--- src/rtl/scheduler_pkg.sv ---
// Shared core control-state definitions for the scheduler, fetcher, decoder and LSUs.
package scheduler_pkg;

  localparam int unsigned CORE_STATE_BITS = 3;

  typedef enum logic [CORE_STATE_BITS-1:0] {
    IDLE    = 3'd0,
    FETCH   = 3'd1,
    DECODE  = 3'd2,
    REQUEST = 3'd3,
    WAIT    = 3'd4,
    EXECUTE = 3'd5,
    UPDATE  = 3'd6,
    DONE    = 3'd7
  } core_state_t;

endpackage

--- src/rtl/pc_min_select.sv ---
// Picks the smallest PC among valid lanes and flags every valid lane sitting at that PC.
module pc_min_select #(
  parameter int unsigned THREADS_PER_CORE = 4,
  parameter int unsigned PC_BITS          = 8
) (
  input  logic [THREADS_PER_CORE*PC_BITS-1:0] pc,
  input  logic [THREADS_PER_CORE-1:0]         valid,
  output logic [PC_BITS-1:0]                  min_pc,
  output logic [THREADS_PER_CORE-1:0]         match,
  output logic                                any_valid
);

  // Linear scan for the unsigned minimum over valid lanes.
  always_comb begin
    min_pc    = '1;
    any_valid = 1'b0;
    for (int i = 0; i < int'(THREADS_PER_CORE); i++) begin
      if (valid[i] && (!any_valid || (pc[i*PC_BITS +: PC_BITS] < min_pc))) begin
        min_pc    = pc[i*PC_BITS +: PC_BITS];
        any_valid = 1'b1;
      end
    end
  end

  // Lanes that reconverge on the selected PC.
  always_comb begin
    match = '0;
    for (int i = 0; i < int'(THREADS_PER_CORE); i++) begin
      match[i] = valid[i] && (pc[i*PC_BITS +: PC_BITS] == min_pc);
    end
  end

endmodule

--- src/rtl/thread_scheduler.sv ---
// Per-core sequencer: one PC per lane, min-PC issue with reconvergence of divergent lanes.
module thread_scheduler
  import scheduler_pkg::*;
#(
  parameter int unsigned THREADS_PER_CORE = 4,
  parameter int unsigned PC_BITS          = 8,
  parameter int unsigned CNT_BITS         = $clog2(THREADS_PER_CORE) + 1
) (
  input  logic                                clk,
  input  logic                                reset_n,
  input  logic                                start,
  input  logic [CNT_BITS-1:0]                 thread_count,
  input  logic                                fetch_done,
  input  logic                                decoded_ret,
  input  logic [THREADS_PER_CORE-1:0]         lsu_busy,
  input  logic [THREADS_PER_CORE*PC_BITS-1:0] next_pc,
  output logic [PC_BITS-1:0]                  current_pc,
  output logic [THREADS_PER_CORE-1:0]         active_mask,
  output core_state_t                         core_state,
  output logic                                done
);

  logic [THREADS_PER_CORE-1:0][PC_BITS-1:0] thread_pc;
  logic [THREADS_PER_CORE-1:0][PC_BITS-1:0] upd_pc;
  logic [THREADS_PER_CORE-1:0]              retired;
  logic [THREADS_PER_CORE-1:0]              upd_retired;
  logic [THREADS_PER_CORE-1:0]              pending;
  logic [THREADS_PER_CORE-1:0]              start_mask;
  logic [THREADS_PER_CORE-1:0]              sel_match;
  logic [PC_BITS-1:0]                       sel_min;
  logic                                     sel_any;
  logic [CNT_BITS-1:0]                      count_clamped;

  // Enabled-lane mask from the requested count, clamped to the lane count.
  always_comb begin
    count_clamped = thread_count;
    if (thread_count > CNT_BITS'(THREADS_PER_CORE)) begin
      count_clamped = CNT_BITS'(THREADS_PER_CORE);
    end
    start_mask = '0;
    for (int i = 0; i < int'(THREADS_PER_CORE); i++) begin
      start_mask[i] = (CNT_BITS'(i) < count_clamped);
    end
  end

  // Post-UPDATE lane state: active lanes advance, or retire on RET.
  always_comb begin
    upd_pc      = thread_pc;
    upd_retired = retired;
    for (int i = 0; i < int'(THREADS_PER_CORE); i++) begin
      if (active_mask[i]) begin
        if (decoded_ret) begin
          upd_retired[i] = 1'b1;
        end else begin
          upd_pc[i] = next_pc[i*PC_BITS +: PC_BITS];
        end
      end
    end
    pending = ~upd_retired;
  end

  pc_min_select #(
    .THREADS_PER_CORE (THREADS_PER_CORE),
    .PC_BITS          (PC_BITS)
  ) u_min_select (
    .pc        (upd_pc),
    .valid     (pending),
    .min_pc    (sel_min),
    .match     (sel_match),
    .any_valid (sel_any)
  );

  // Control FSM with registered outputs and per-lane PC/retire state.
  always_ff @(posedge clk or negedge reset_n) begin
    if (!reset_n) begin
      core_state  <= IDLE;
      current_pc  <= '0;
      active_mask <= '0;
      done        <= 1'b0;
      thread_pc   <= '0;
      retired     <= '1;
    end else begin
      case (core_state)
        IDLE: begin
          if (start) begin
            thread_pc  <= '0;
            current_pc <= '0;
            if (count_clamped == '0) begin
              retired     <= '1;
              active_mask <= '0;
              done        <= 1'b1;
              core_state  <= DONE;
            end else begin
              retired     <= ~start_mask;
              active_mask <= start_mask;
              core_state  <= FETCH;
            end
          end
        end
        FETCH: begin
          if (fetch_done) begin
            core_state <= DECODE;
          end
        end
        DECODE: begin
          core_state <= REQUEST;
        end
        REQUEST: begin
          core_state <= WAIT;
        end
        WAIT: begin
          // Busy requests on lanes not executing this instruction cannot stall it.
          if ((lsu_busy & active_mask) == '0) begin
            core_state <= EXECUTE;
          end
        end
        EXECUTE: begin
          core_state <= UPDATE;
        end
        UPDATE: begin
          thread_pc <= upd_pc;
          retired   <= upd_retired;
          if (!sel_any) begin
            active_mask <= '0;
            done        <= 1'b1;
            core_state  <= DONE;
          end else begin
            current_pc  <= sel_min;
            active_mask <= sel_match;
            core_state  <= FETCH;
          end
        end
        DONE: begin
          // Hold completion until the launcher drops start.
          if (!start) begin
            done       <= 1'b0;
            core_state <= IDLE;
          end
        end
        default: begin
          core_state <= IDLE;
        end
      endcase
    end
  end

endmodule
--- config.mk ---
export PLATFORM = sky130hd
export DESIGN_NAME = thread_scheduler
export DESIGN_NICKNAME = d
export VERILOG_FILES = /design/src/rtl/scheduler_pkg.sv /design/src/rtl/pc_min_select.sv /design/src/rtl/thread_scheduler.sv
export SDC_FILE = /design/constraint.sdc
export NUM_CORES = 1
export LEC_CHECK = 0
export ABC_AREA = 1
export CORE_AREA = 2 2 94 87
export DETAILED_ROUTE_END_ITERATION = 8
export DIE_AREA = 0 0 96 89
export MAX_ROUTING_LAYER = met4
export PLACE_DENSITY = 0.85
export SLEW_MARGIN = 40
export SYNTH_ARGS = -nofsm -noshare
export SYNTH_HDL_FRONTEND = slang
export SYNTH_SLANG_ARGS = --single-unit
--- constraint.sdc ---
create_clock -name clk -period 7.33 [get_ports clk]
set_input_delay 0.733 -clock clk [delete_from_list [all_inputs] [get_ports clk]]
set_output_delay 0.733 -clock clk [all_outputs]
set_load 0.1 [all_outputs]
==> results of run 1 <==
-- kinds of logic (layout without fill, tap and decap cells) --
family                     count (synthesis)  after routing  share of synthesized area (%)
adders and majority gates                 21             21                           6.51
buffers and inverters                    126            192                           12.1
and+or+nand+nor                          289            289                           30.1
DFF                                       52             52                           32.3
AOI/OAI and AO/OA                        127            127                           17.6
xor gates and xnor gates                   6              6                           1.30
-- worst min-delay path, delay by kind of cell (launching register included) --
family          cells  cell delay, ns
compound gates      1            0.06
simple gates        1            0.05
flops               1            0.39
-- metal layers --
| metal | global-route usage [%] | vias to the layer above | wire length, um |
|---|---|---|---|
| met4 | 8.31 | 0 | 276 |
| met2 | 50.3 | 162 | 5870 |
| met3 | 4.22 | 25 | 751 |
| met5 | - | - | 0 |
| met1 | 42.9 | 1962 | 5890 |
| li1 | - | 2135 | - |
-- cells in the mapped netlist, types with 2 or more instances --
| cell type | count | area (um2) |
|---|---|---|
| o21ai_0 | 61 | 305 |
| inv_1 | 106 | 398 |
| o22ai_1 | 32 | 200 |
| dfstp_2 | 4 | 105 |
| buf_6 | 2 | 22.5 |
| nand2_2 | 7 | 43.8 |
| ha_1 | 21 | 263 |
| o21a_1 | 2 | 15.0 |
| dfrtp_1 | 48 | 1200 |
| nor2_1 | 49 | 184 |
| xor2_1 | 6 | 52.6 |
| nor3_1 | 2 | 10.0 |
| nand4_1 | 2 | 12.5 |
| a211oi_1 | 3 | 22.5 |
| nand2_1 | 169 | 634 |
| a21oi_1 | 17 | 85.1 |
| clkbuf_1 | 16 | 60.1 |
| o21ai_1 | 4 | 20.0 |
| nand3_1 | 53 | 265 |
| nand2_4 | 4 | 45.0 |
-- cell usage in the layout (no fill, tap or decap), drive strengths merged, types with 2 or more instances in the layout --
| cell | synthesis | layout |
|---|---|---|
| nor3 | 2 | 2 |
| o22ai | 32 | 32 |
| clkbuf | 16 | 5 |
| a21oi | 18 | 18 |
| inv | 107 | 107 |
| clkinvlp | 0 | 2 |
| nand4 | 2 | 2 |
| dfstp | 4 | 4 |
| clkdlybuf4s50 | 0 | 42 |
| buf | 3 | 35 |
| nand2 | 180 | 180 |
| ha | 21 | 21 |
| o21ai | 66 | 66 |
| xor2 | 6 | 6 |
| dfrtp | 48 | 48 |
| o21a | 2 | 2 |
| nor2 | 49 | 49 |
| a211oi | 3 | 3 |
| nand3 | 54 | 54 |
-- state kept, by name, summed over array words and instances (netlist names) --
signal       count
core_state       3
done             1
thread_pc       32
retired          4
active_mask      4
current_pc       8
-- worst min path at each step --
stage,startpoint,to,slack (ns),cells past startpoint
final,retired[1],retired[1],0.50,2
after global routing,retired[1],retired[1],0.51,2
after CTS,retired[1],retired[1],0.50,2
after detailed placement,done,done,0.48,2
after global placement,retired[1],retired[1],0.47,2
after floorplan,reset_n,active_mask[0],0.44,0
-- area by class of cell --
cell class,count,area (um2)
timing repair buffer,77,641
clock inverter,3,23.8
clock buffer,5,68.8
sequential,52,1310
multi-input combinational,443,2270
fill,718,2640
inverter,107,402
tap,96,120
-- through the flow --
step	hold WS (ns)	worst slack [ns]	utilization [%]	area [um2]
6_report	0.499	0.491	64.7	4830
5_1_grt	0.515	0.00306	64.7	4830
4_1_cts	0.499	0.310	64.4	4810
3_5_place_dp	0.478	0.0581	63.1	4720
3_3_place_gp	0.474	0.172	64.2	4790
2_1_floorplan	0.437	1.45	-	4040
-- repair_timing --
| action | CTS | global route |
|---|---|---|
| gates resized for setup | 0 | 10 |
| hold buffers | 0 | 0 |
| setup endpoints to repair | 0 | 7 |
==> metrics.cfg, run 1 <==
[status]
status = finished, final reports clean

[worst_setup_path]
reg2reg_from = active_mask[0]
critPathCapture = active_mask[1]
arrival_ns = 7.09
r2r_cells = 36
cp-end-kind = register
required_ns = 7.58
path_delay_family = simple AND/OR/NAND/NOR gates
r2r_end = active_mask[1]
cp.depth = 38
critPathMaxStageDelay_ns = 0.54
criticalPathCategory = in -> reg
cp-start-kind = input port
critPathMaxFanout = 16
cp_common_cell = nand2_1
crit_buf_inv = 5
crit_path_top_delay_cell = clkdlybuf4s50_1
r2r_setup_slack_ns = 1.10
startpoint = decoded_ret

[floorplanning]
fp-row-count = 30
dieHeight_um = 89
die_area_um2 = 8540
start_util_pct = 54.1
die_w_um = 96
core_um2 = 7470
io-pin-count = 60

[yosys]
synth-edff-count = 0
seq_area_frac_synth_pct = 32.3
ys_seq_elements = 52
synth_area_um2 = 4040
synthCells = 621
synthDistinctLibCells = 33
synthFlopType = dfrtp_1
yosysWarningCount = 0
syn_nets = 686
postSynthAreaPerCell_um2 = 6.50
async_reset_ff_share_pct = 100

[timing]
slew_headroom_pct = 53.4
fin_skew_ns = 0.0115
period_needed_ns = 6.84
fmax_ghz = 0.146
finalMaxSlewViolations = 0
finalSetupTns_ns = 0
grt_setup_unrepaired = no
finalHoldViolCount = 0
finalSetupViolCount = 0
worst_pin_slew_ns = 0.699
fin_crit_sh_pct = 93.3

[clock_network]
cts_max_path_buffers = 2
cts_tree = yes
cts_sinks = 52
root_buffer = clkbuf_8
post_cts_buffers = 0
cts_buffers = 5
htreeDepth = 2
clk_latency_ns = 0.32
clkTransAtPathRegs_ns = 0.11

[placement]
dp_hpwl_um = 9820
io_buffer_count = 59
dp_cells = 775
gp_congestion = 1.02

[global_routing]
grt_pass1_wl_um = 20000
grt_pass1_vias = 4023
grt_max_degree = 53
track_usage_pct = 31.7
grt_remaining_overflow = 0
grt_antenna_before_repair = 0

[min_path]
min_path_type = reg -> reg

[detailed_routing]
drc = 0
drtIter0Drc = 274
routed_wl_um = 12800
wire_per_inst_um = 16.3
ant_nets = 0
drtPass1Iterations = 5
vias = 4284
avgViaCountPerCell = 5.47

[flow_run]
drv_cap = 0

[layout]
area_growth_pct = 19.6
nets = 751
num_antenna_cells = 0
fin_cells = 783
drive_above_1_share_pct = 9.61

Power of run 1 is left out: the tool's default activity adds up to more than one toggle a clock period on the data nets, which glitch-free logic cannot reach.
==> inputs of run 2 (changes only) <==
--- a/config.mk
+++ b/config.mk
@@ -6,11 +6,12 @@
 export NUM_CORES = 1
 export LEC_CHECK = 0
 export ABC_AREA = 1
-export CORE_AREA = 2 2 94 87
+export CORE_AREA = 2 2 98 91
 export DETAILED_ROUTE_END_ITERATION = 8
-export DIE_AREA = 0 0 96 89
+export DIE_AREA = 0 0 100 93
+export DONT_BUFFER_PORTS = 1
 export MAX_ROUTING_LAYER = met4
-export PLACE_DENSITY = 0.85
+export PLACE_DENSITY = 0.7
 export SLEW_MARGIN = 40
 export SYNTH_ARGS = -nofsm -noshare
 export SYNTH_HDL_FRONTEND = slang
==> run 2 against run 1 <==
Net effect:
- register-to-register slack worse by 0.37 ns
- sequential share of layout area rose by 3.7 points
- via count fell by 6.7%
- hold slack got worse by 0.40 ns
- critical path type is now reg -> reg
==> metrics.cfg, run 2 (same netlist as run 1, synthesis figures left out) <==
[worst_setup_path]
critPathMaxStageDelay_ns = 0.53
cp-start-kind = register
arrival_ns = 6.84
critPathMaxFanout = 16
required_ns = 7.57
criticalPathCategory = reg -> reg
cp_common_cell = nand2_1
crit_path_top_delay_cell = o21ai_0
cp-end-kind = register
r2r_setup_slack_ns = 0.73
r2r_end = active_mask[2]
reg2reg_from = active_mask[1]
r2r_cells = 37

[layout]
area_growth_pct = 6.57
num_antenna_cells = 0
drive_above_1_share_pct = 8.36
utilization_pct = 51.7
fillerInstances = 858
largest_register_ffs = 32
nets = 686
top_register = thread_pc
final_common_cell = nand2_1
final_cell_mix = nand2_1, inv_1, o21ai_0
multi_input_area_um2 = 2240
register_area_um2 = 1320
reg_top3 = thread_pc x32, current_pc x8

[clock_network]
postCtsResizedCells = 0
cts_max_path_buffers = 2
clkTransAtPathRegs_ns = 0.10
cts_buffers = 5
post_cts_buffers = 0
holdBufCountCts = 0
cts_tree = yes
htreeDepth = 2
clk_latency_ns = 0.31
cts_sinks = 52
root_buffer = clkbuf_8

[timing]
timing.hold.ws_ns = 0.0991
fmax_ghz = 0.151
fin_crit_sh_pct = 90.1
finalMaxSlewViolations = 0
slew_headroom_pct = 40.9
period_needed_ns = 6.60
finalSetupTns_ns = 0
setup_slack_ns = 0.729
finalHoldViolCount = 0
grt_setup_unrepaired = no
worst_pin_slew_ns = 0.887
finalSetupViolCount = 0
fin_skew_ns = 0.0101

[floorplanning]
dieHeight_um = 93
die_area_um2 = 9300
die_w_um = 100
io-pin-count = 60
start_util_pct = 48.5
fp-row-count = 32
core_um2 = 8330

[detailed_routing]
vias = 3997
drc = 0
routed_wl_um = 12200
drtIter0Drc = 285
drtPass1Iterations = 5
wire_per_inst_um = 16.9
ant_nets = 0
avgViaCountPerCell = 5.52

[global_routing]
grt_antenna_before_repair = 0
grt_max_degree = 53
grt_remaining_overflow = 0
track_usage_pct = 28.3
grt_pass1_vias = 3824
grt_pass1_wl_um = 20000

[placement]
pre_cts_ws_ns = 0.595
dp_hpwl_um = 9470
gp_congestion = 0.940
io_buffer_count = 0

[status]
status = finished, final reports clean

[min_path]
min_path_type = in -> async

[flow_run]
drv_cap = 0

[run 2: metal layers]
metal	vias up	track usage, %	routed length, um
li1	2006	-	-
met1	1863	39.4	5810
met2	120	44.2	5600
met3	8	5.01	726
met4	0	4.57	75
met5	-	-	0
[run 2: how the worst max path moves through the flow]
| stage | slack [ns] | to | startpoint |
|---|---|---|---|
| after floorplan | 1.45 | active_mask[2] | active_mask[0] |
| after global placement | 0.58 | active_mask[2] | decoded_ret |
| after detailed placement | 0.60 | active_mask[2] | decoded_ret |
| after CTS | 0.81 | active_mask[2] | active_mask[1] |
| after global routing | 0.03 | active_mask[2] | active_mask[1] |
| final | 0.73 | active_mask[2] | active_mask[1] |
[run 2: per-stage QoR]
| step | area (um2) | std cells |
|---|---|---|
| floorplan | 4040 | 621 |
| global placement | 4160 | 715 |
| detailed placement | 4170 | 715 |
| CTS | 4290 | 723 |
| global route | 4300 | 724 |
| finish | 4300 | 724 |
[run 2: cell type report]
type | instances | share of cell area (%)
inverter | 107 | 9.33
clock buffer | 6 | 1.92
clock inverter | 2 | 0.901
multi-input combinational | 443 | 52.2
timing repair buffer | 12 | 2.01
sequential | 52 | 30.7
tap | 102 | 2.97
[run 2: critical path: cells and delay by family, from the launching register on]
family          cells  cell delay (ns)
compound gates      6             1.92
buf+inv             3             0.57
flops               1             0.34
simple gates       25             2.69
fa+ha+maj           3             0.99
Power of run 2 is left out for the same reason.
